--- src/rtl/hub75_pkg.sv ---
// Shared definitions for the HUB75 display pipeline.
// Holds the show FSM encoding, default geometry and derived widths.
package hub75_pkg;

  localparam int PLANES_DEF     = 8;
  localparam int ROW_BITS_DEF   = 5;
  localparam int BASE_TICKS_DEF = 16;
  localparam int GUARD_DEF      = 2;

  function automatic int plane_w(input int planes);
    return (planes > 1) ? $clog2(planes) : 1;
  endfunction

  // one spare bit so the widest plane's ON time never truncates
  function automatic int cnt_w(input int base, input int planes);
    return $clog2(base << (planes - 1)) + 1;
  endfunction

  localparam int PLANE_W_DEF = plane_w(PLANES_DEF);
  localparam int CNT_W_DEF   = cnt_w(BASE_TICKS_DEF, PLANES_DEF);

  typedef enum logic [2:0] {
    ST_IDLE,
    ST_PRE,
    ST_ON,
    ST_POST,
    ST_DONE
  } show_st_t;

endpackage

--- src/rtl/hub75_scan_counter.sv ---
// Plane/row scan position for the HUB75 show stage.
// Plane advances first; the row steps when the last plane wraps.
module hub75_scan_counter
  import hub75_pkg::*;
#(
  parameter int PLANES   = PLANES_DEF,
  parameter int ROW_BITS = ROW_BITS_DEF,
  parameter int PW       = plane_w(PLANES)
) (
  input  logic                clk,
  input  logic                rst,
  input  logic                adv_i,
  output logic [PW-1:0]       plane_o,
  output logic [ROW_BITS-1:0] row_o
);

  localparam logic [PW-1:0] LAST = PW'(PLANES - 1);

  logic [PW-1:0]       plane_q;
  logic [ROW_BITS-1:0] row_q;

  always_ff @(posedge clk) begin
    if (rst) begin
      plane_q <= '0;
      row_q   <= '0;
    end else if (adv_i) begin
      if (plane_q == LAST) begin
        plane_q <= '0;
        row_q   <= row_q + 1'b1;
      end else begin
        plane_q <= plane_q + 1'b1;
      end
    end
  end

  assign plane_o = plane_q;
  assign row_o   = row_q;

endmodule

--- src/rtl/hub75_bcm_show.sv ---
// HUB75 display-phase stage: addresses a row, then unblanks the
// panel for a binary-weighted time set by the current bit plane.
module hub75_bcm_show
  import hub75_pkg::*;
#(
  parameter int PLANES     = PLANES_DEF,
  parameter int ROW_BITS   = ROW_BITS_DEF,
  parameter int BASE_TICKS = BASE_TICKS_DEF,
  parameter int GUARD      = GUARD_DEF,
  parameter int PW         = plane_w(PLANES)
) (
  input  logic                clk,
  input  logic                rst,
  input  logic                in_synced_hub75_latch,
  output logic                out_hub75_oe_n,
  output logic [ROW_BITS-1:0] out_hub75_addr,
  output logic [PW-1:0]       out_cur_plane,
  output logic [ROW_BITS-1:0] out_cur_row,
  output logic                out_busy,
  output logic                out_show_done,
  output logic                out_overrun
);

  localparam int CW = cnt_w(BASE_TICKS, PLANES);
  localparam logic [CW-1:0] GUARD_LD = CW'(GUARD - 1);

  show_st_t            state_q;
  logic [CW-1:0]       cnt_q;
  logic [PW-1:0]       plane_q;
  logic [ROW_BITS-1:0] addr_q;
  logic                oe_n_q;
  logic                busy_q;
  logic                done_q;
  logic                ovr_q;

  logic [CW-1:0]       on_ld_d;
  logic                cnt_zero;

  assign on_ld_d  = (CW'(BASE_TICKS) << plane_q) - CW'(1);
  assign cnt_zero = (cnt_q == '0);

  hub75_scan_counter #(
    .PLANES   (PLANES),
    .ROW_BITS (ROW_BITS),
    .PW       (PW)
  ) u_scan (
    .clk     (clk),
    .rst     (rst),
    .adv_i   (state_q == ST_DONE),
    .plane_o (out_cur_plane),
    .row_o   (out_cur_row)
  );

  always_ff @(posedge clk) begin
    if (rst) begin
      state_q <= ST_IDLE;
      cnt_q   <= '0;
      plane_q <= '0;
      addr_q  <= '0;
      oe_n_q  <= 1'b1;
      busy_q  <= 1'b0;
      done_q  <= 1'b0;
      ovr_q   <= 1'b0;
    end else begin
      done_q <= 1'b0;
      ovr_q  <= in_synced_hub75_latch
                && (state_q != ST_IDLE);
      unique case (state_q)
        ST_IDLE: begin
          if (in_synced_hub75_latch) begin
            state_q <= ST_PRE;
            addr_q  <= out_cur_row;
            plane_q <= out_cur_plane;
            cnt_q   <= GUARD_LD;
            busy_q  <= 1'b1;
          end
        end
        ST_PRE: begin
          if (cnt_zero) begin
            state_q <= ST_ON;
            cnt_q   <= on_ld_d;
            oe_n_q  <= 1'b0;
          end else begin
            cnt_q <= cnt_q - 1'b1;
          end
        end
        ST_ON: begin
          if (cnt_zero) begin
            state_q <= ST_POST;
            cnt_q   <= GUARD_LD;
            oe_n_q  <= 1'b1;
          end else begin
            cnt_q <= cnt_q - 1'b1;
          end
        end
        ST_POST: begin
          if (cnt_zero) begin
            state_q <= ST_DONE;
            done_q  <= 1'b1;
          end else begin
            cnt_q <= cnt_q - 1'b1;
          end
        end
        ST_DONE: begin
          state_q <= ST_IDLE;
          busy_q  <= 1'b0;
        end
        default: begin
          state_q <= ST_IDLE;
          oe_n_q  <= 1'b1;
          busy_q  <= 1'b0;
        end
      endcase
    end
  end

  assign out_hub75_oe_n = oe_n_q;
  assign out_hub75_addr = addr_q;
  assign out_busy       = busy_q;
  assign out_show_done  = done_q;
  assign out_overrun    = ovr_q;

endmodule
--- config.mk ---
export PLATFORM = sky130hd
export DESIGN_NAME = hub75_bcm_show
export DESIGN_NICKNAME = d
export VERILOG_FILES = /design/src/rtl/hub75_pkg.sv /design/src/rtl/hub75_scan_counter.sv /design/src/rtl/hub75_bcm_show.sv
export SDC_FILE = /design/constraint.sdc
export NUM_CORES = 1
export LEC_CHECK = 0
export ABC_AREA = 1
export BUFFER_PORTS_ARGS = -buffer_cell sky130_fd_sc_hd__buf_4
export CORE_MARGIN = 3
export CORE_UTILIZATION = 44
export CTS_BUF_LIST = sky130_fd_sc_hd__clkbuf_2
export DETAILED_ROUTE_END_ITERATION = 16
export PLACE_DENSITY = 0.6
export SETUP_SLACK_MARGIN = 0.5
export SKIP_CTS_REPAIR_TIMING = 1
export SLEW_MARGIN = 10
export SYNTH_ARGS = -nofsm -noshare
export SYNTH_HDL_FRONTEND = slang
export SYNTH_SLANG_ARGS = --single-unit
--- constraint.sdc ---
create_clock -name clk -period 1.8 [get_ports clk]
set_input_delay 0.36 -clock clk [delete_from_list [all_inputs] [get_ports clk]]
set_output_delay 0.36 -clock clk [all_outputs]
set_load 0.005 [all_outputs]
# --- Word-level counts from Yosys, hierarchy flattened ---
# Cells that the tools add are included.
totals:
  ff_bits: 35
  latchBits: 0
  ram_bits: 0
  romBits: 0
  in_bits: 3
  out_inout_bits: 17
  word_cells: 59
  mem_count: 0
classes:
  n_addsub: 4
  multipliers: 0
  n_div: 0
  magnitude_cmp: 0
  eq_ne: 10
  shifts: 1
  n_mux: 17
  n_bitwise: 3
  n_reduce_logical: 14
ops:
  columns: ["cell", "n"]
  rows:
  - ["$mux 12", 4]
  - ["$pmux 12 s4", 1]
  - ["$mux 3", 5]
  - ["$logic_not 12->1", 1]
  - ["$pmux 3 s4", 1]
  - ["$shl 5x3->12 const A", 1]
  - ["$sub 12x1->12 const B", 1]
  - ["$sub 12x2->12 const B", 1]
  - ["$ne 2x2->1 const B", 5]
  - ["$eq 3x2->1 const B", 2]
  - ["$eq 3x3->1 const B", 2]
  - ["$reduce_and 2->1", 3]
  - ["$reduce_and 3->1", 2]
  - ["$reduce_or 3->1", 2]
  - ["$add 5x1->5 const B", 1]
  - ["$mux 1", 4]
  - ["$reduce_and 4->1", 1]
  - ["$reduce_bool 4->1", 1]
  - ["$add 3x1->3 const B", 1]
  - ["$eq 3x1->1 const B", 1]
  - ["$logic_not 3->1", 1]
  - ["$not 1->1", 3]
  - ["$pmux 1 s3", 1]
  - ["$reduce_bool 3->1", 1]
  - ["3 further kinds", 3]

# --- Logic depth before layout (Yosys ltp) ---
logic_depth:
  ltp_word: 4
  depth_mapped: 12
  depth_no_buf: 12

# --- Modules after synthesis ---
# From an unflattened synthesis, not the netlist that was laid out.
unflattened:
  cells_unflattened: 264
  hier_area_um2: 1868.0
modules_own_cells:
  columns: ["module", "instances", "cells_each", "area_each_um2", "seq_area_each_um2"]
  rows:
  - ["hub75_bcm_show", 1, 216, 1477.7, 540.5]
  - ["hub75_scan_counter", 1, 48, 390.4, 160.2]

# --- Worst setup path after synthesis ---
# OpenSTA, ideal clock, no wires.
synth_path:
  path_kind: "flip-flop to flip-flop"
  startpoint: "reg cnt_q[0]"
  endpoint: "reg cnt_q[8]"
  setup_time_ps: 135
  arrival_time_ps: 1281
  required_time_ps: 1665
  slack_ps: 384
  path_stages_with_launch: 12
  path_buffers: 0
  period_less_slack_ps: 1416
  path_cell_list: "dfxtp_1 > inv_1 > ha_1 > nand2_1 > nor2_1 > nand2_1 > o21ai_2 > nand2_1 > nand2_1 > nand2_1 > nand2_1 > a21oi_2"
synth_via:
  elab_chain_len: 3
  word_cells_on_any_way: 8
  classes_between: "add/sub: 1; eq/ne: 1; mux: 4; reduce/logical: 2"
synth_rtl:
  columns: ["element", "line", "source"]
  rows:
  - ["start, declared", "hub75_bcm_show.sv:28", "logic [CW-1:0] cnt_q;"]
  - ["start signal, assigned", "hub75_bcm_show.sv:81", "cnt_q <= on_ld_d;"]
  - ["start signal, assigned", "hub75_bcm_show.sv:84", "cnt_q <= cnt_q - 1'b1;"]
  - ["start signal, assigned", "hub75_bcm_show.sv:93", "cnt_q <= cnt_q - 1'b1;"]
  - ["$sub 12x1->12 or $logic_not 12->1 (tied branches)", null, null]
  - ["$mux 12, or another cell as far along", "hub75_bcm_show.sv:97", "if (cnt_zero) begin"]
  - ["$pmux 12 s4 or $reduce_and 3->1 (tied branches)", null, null]
# Parallel ways exist; a longest one is shown, timed or not. The select of a mux whose other input is x is not followed.
# A chain may end at the register's enable or synchronous reset.

# --- Worst setup path in the final report ---
layout_path:
  startpoint: "reg cnt_q[0]"
  endpoint: "reg cnt_q[5]"
# The elaborated chain is that of the path after synthesis.

==> out/metrics.cfg <==
[outcome]
status = complete, no violations

[drt]
drtIter0Drc = 128
vias = 1955
ant_nets = 0
wire_per_inst_um = 12.9
drt-total-wl_mm = 4.89
vias_per_cell = 5.17
first_pass_iters = 5
drc_errors = 0

[placed_design]
gp_congestion = 0.861
post-dp-hpwl_mm = 3.41
post-place-ws_ps = 201
io_buffers = 19

[floorplanning]
dieArea_um2 = 5200
initial_utilization = 0.468
coreArea_um2 = 4120
num_rows = 23
die_height_um = 72.1
io_pins = 20
die_w_um = 72.1

[layout]
most-common-layout-cells = 72 x nand2_1, 25 x nor2_1, 24 x inv_1
antenna_cells = 0
layout-drive-gt1-share = 0.366
final_common_cell = nand2_1
finalNetCount = 335
area.growth.synth_to_final_pct = 32.7

[timing]
period_needed_ps = 1540
fin_crit_sh = 0.858
clock.fmax_mhz = 648
fin_skew_ps = 15.0
max_slew_margin = 0.706
setup_viol = 0
report.final.slew_viol_count = 0
worstMarginPinSlew_ps = 440
finalHoldViolCount = 0
worst_slack_ps = 256
fin_tns_setup_ps = 0
rsz0062_at_grt = true

[global_route]
met3_usage = 0.0429
track_usage = 0.187
gr-total-overflow = 0
grt_max_degree = 23
grt_pass1_wl_mm = 7.64
grtUsageMet2 = 0.275
antenna_found_initial = 0
grt_busiest_layer = met2
first_global_vias = 1627
use_met1 = 0.269

[setup_path]
reg2reg_slack_ps = 260
required_ps = 2150
critPathKind = flip-flop to flip-flop
reg2reg_from = cnt_q[0]
worstRegToRegCells = 9
cp-start-kind = flip-flop
crit_arrival_ps = 1890
crit_path_end_kind = flip-flop
crit_path_max_fanout = 6
timing.rr.end = cnt_q[5]

[clocking]
cts_buffers = 5
max-clock-path-buffers = 2
h-tree-depth = 2
clkSlewWorstSetupHoldPaths_ps = 210
clock_sinks = 35
tritoncts = built
ctsRootBufferMaster = clkbuf_2
clock_latency_ps = 410

[power]
peakVddDrop_v = 0.00116
power.leakage_nw = 1.16
powerDensity_nw_per_um2 = 1860

[synth]
synth-seq-cells = 35
ys_types = 28
ys_seq_area_frac = 0.364
postSynthCellCount = 288
synth_nets = 296
synth_warnings = 0
avgSynthCellArea_um2 = 6.68
netlist_area_um2 = 1920

[min_path]
whs_path_depth = 3
hp-class = input pin to flip-flop
min_to = out_overrun
hp-start = in_synced_hub75_latch

[job]
maxCapViolCount = 0

==> kinds of logic after synthesis <==
family / after synthesis / share of synthesized area
buffers and inverters: 39 / 0.0806
adder cells (fa/ha/maj): 5 / 0.0325
XOR/XNOR: 5 / 0.0228
flip-flops: 35 / 0.364
AND/OR/NAND/NOR: 157 / 0.360
AO/OA/AOI/OAI: 47 / 0.140
==> cell type report <==
type                       count  area, um2
fill                         394       1560
multi-input combinational    214       1190
sequential                    35        749
timing repair buffer          38        353
inverter                      33        131
tap                           50       62.6
clock inverter                 3       43.8
clock buffer                   5       25.0
==> power breakdown <==
group | internal, mW | total [mW] | switching (mW)
Sequential | 0.952 | 1.17 | 0.218
Clock | 0.235 | 0.536 | 0.301
Combinational | 1.19 | 3.04 | 1.85
Total | 2.37 | 4.75 | 2.37
==> per-layer routing <==
metal  up-vias  wire length, um
li1       1004                -
met1       899             2370
met2        42             2250
met3        10              213
met4         0               66
met5         -                0
==> state kept, by name, indices dropped and copies added, names as in the netlist <==
signal          flops
out_busy            1
state_q             3
out_show_done       1
cnt_q              12
plane_q             3
out_overrun         1
out_hub75_addr      5
out_hub75_oe_n      1
u_scan.row_o        5
u_scan.plane_o      3
==> cells in the mapped netlist <==
library cell | number | area [um2]
nand2_1 | 84 | 315
dfxtp_1 | 35 | 701
nor2_1 | 30 | 113
inv_1 | 26 | 97.6
nand3_1 | 22 | 110
a21oi_1 | 21 | 105
o21ai_0 | 13 | 65.1
inv_2 | 7 | 26.3
o21ai_1 | 6 | 30.0
ha_1 | 5 | 62.6
nor2_2 | 5 | 31.3
xor2_1 | 5 | 43.8
a21oi_2 | 4 | 35.0
clkbuf_1 | 4 | 15.0
nand4_1 | 4 | 25.0
nor3_1 | 4 | 20.0
nor2_4 | 2 | 22.5
and2_1 | 1 | 6.26
buf_2 | 1 | 5.00
buf_6 | 1 | 11.3
nand2_2 | 1 | 6.26
nand2_4 | 1 | 11.3
nand3b_1 | 1 | 7.51
nor3_4 | 1 | 16.3
nor3b_1 | 1 | 7.51
o211a_1 | 1 | 10.0
o21ai_2 | 1 | 8.76
o21ai_4 | 1 | 16.3
==> how the worst max path moves through the flow <==
stage               slack [ps]     start        end  cells after the start
global route               190  cnt_q[0]  cnt_q[11]                     10
CTS                        160  cnt_q[8]   cnt_q[4]                      8
detailed placement         200  cnt_q[8]  cnt_q[11]                     10
floorplan                  470  cnt_q[1]   cnt_q[3]                      9
finish                     260  cnt_q[0]   cnt_q[5]                      9
global placement           180  cnt_q[8]  cnt_q[11]                     10
==> critical path, cell delays in order, from the launching register on <==
cell	delay, ps
dfxtp_2	390
inv_4	70
ha_4	160
nand2_4	60
nor2_4	130
nand2_4	100
o21ai_4	230
buf_6	180
nand2_1	50
a21oi_1	110
==> metrics by stage <==
step | util | instances | total power [mW] | hold slack (ps) | cell area, um2
global route | 0.621 | 378 | 5.17 | 199 | 2550
detailed placement | 0.527 | 355 | 3.61 | 452 | 2170
global placement | 0.527 | 355 | 3.64 | 448 | 2170
finish | 0.621 | 378 | 4.75 | 220 | 2550
CTS | 0.544 | 363 | 4.16 | 199 | 2240
floorplan | - | 288 | 3.09 | 436 | 1960
No activity file was read; power rests on OpenSTA's default activity.
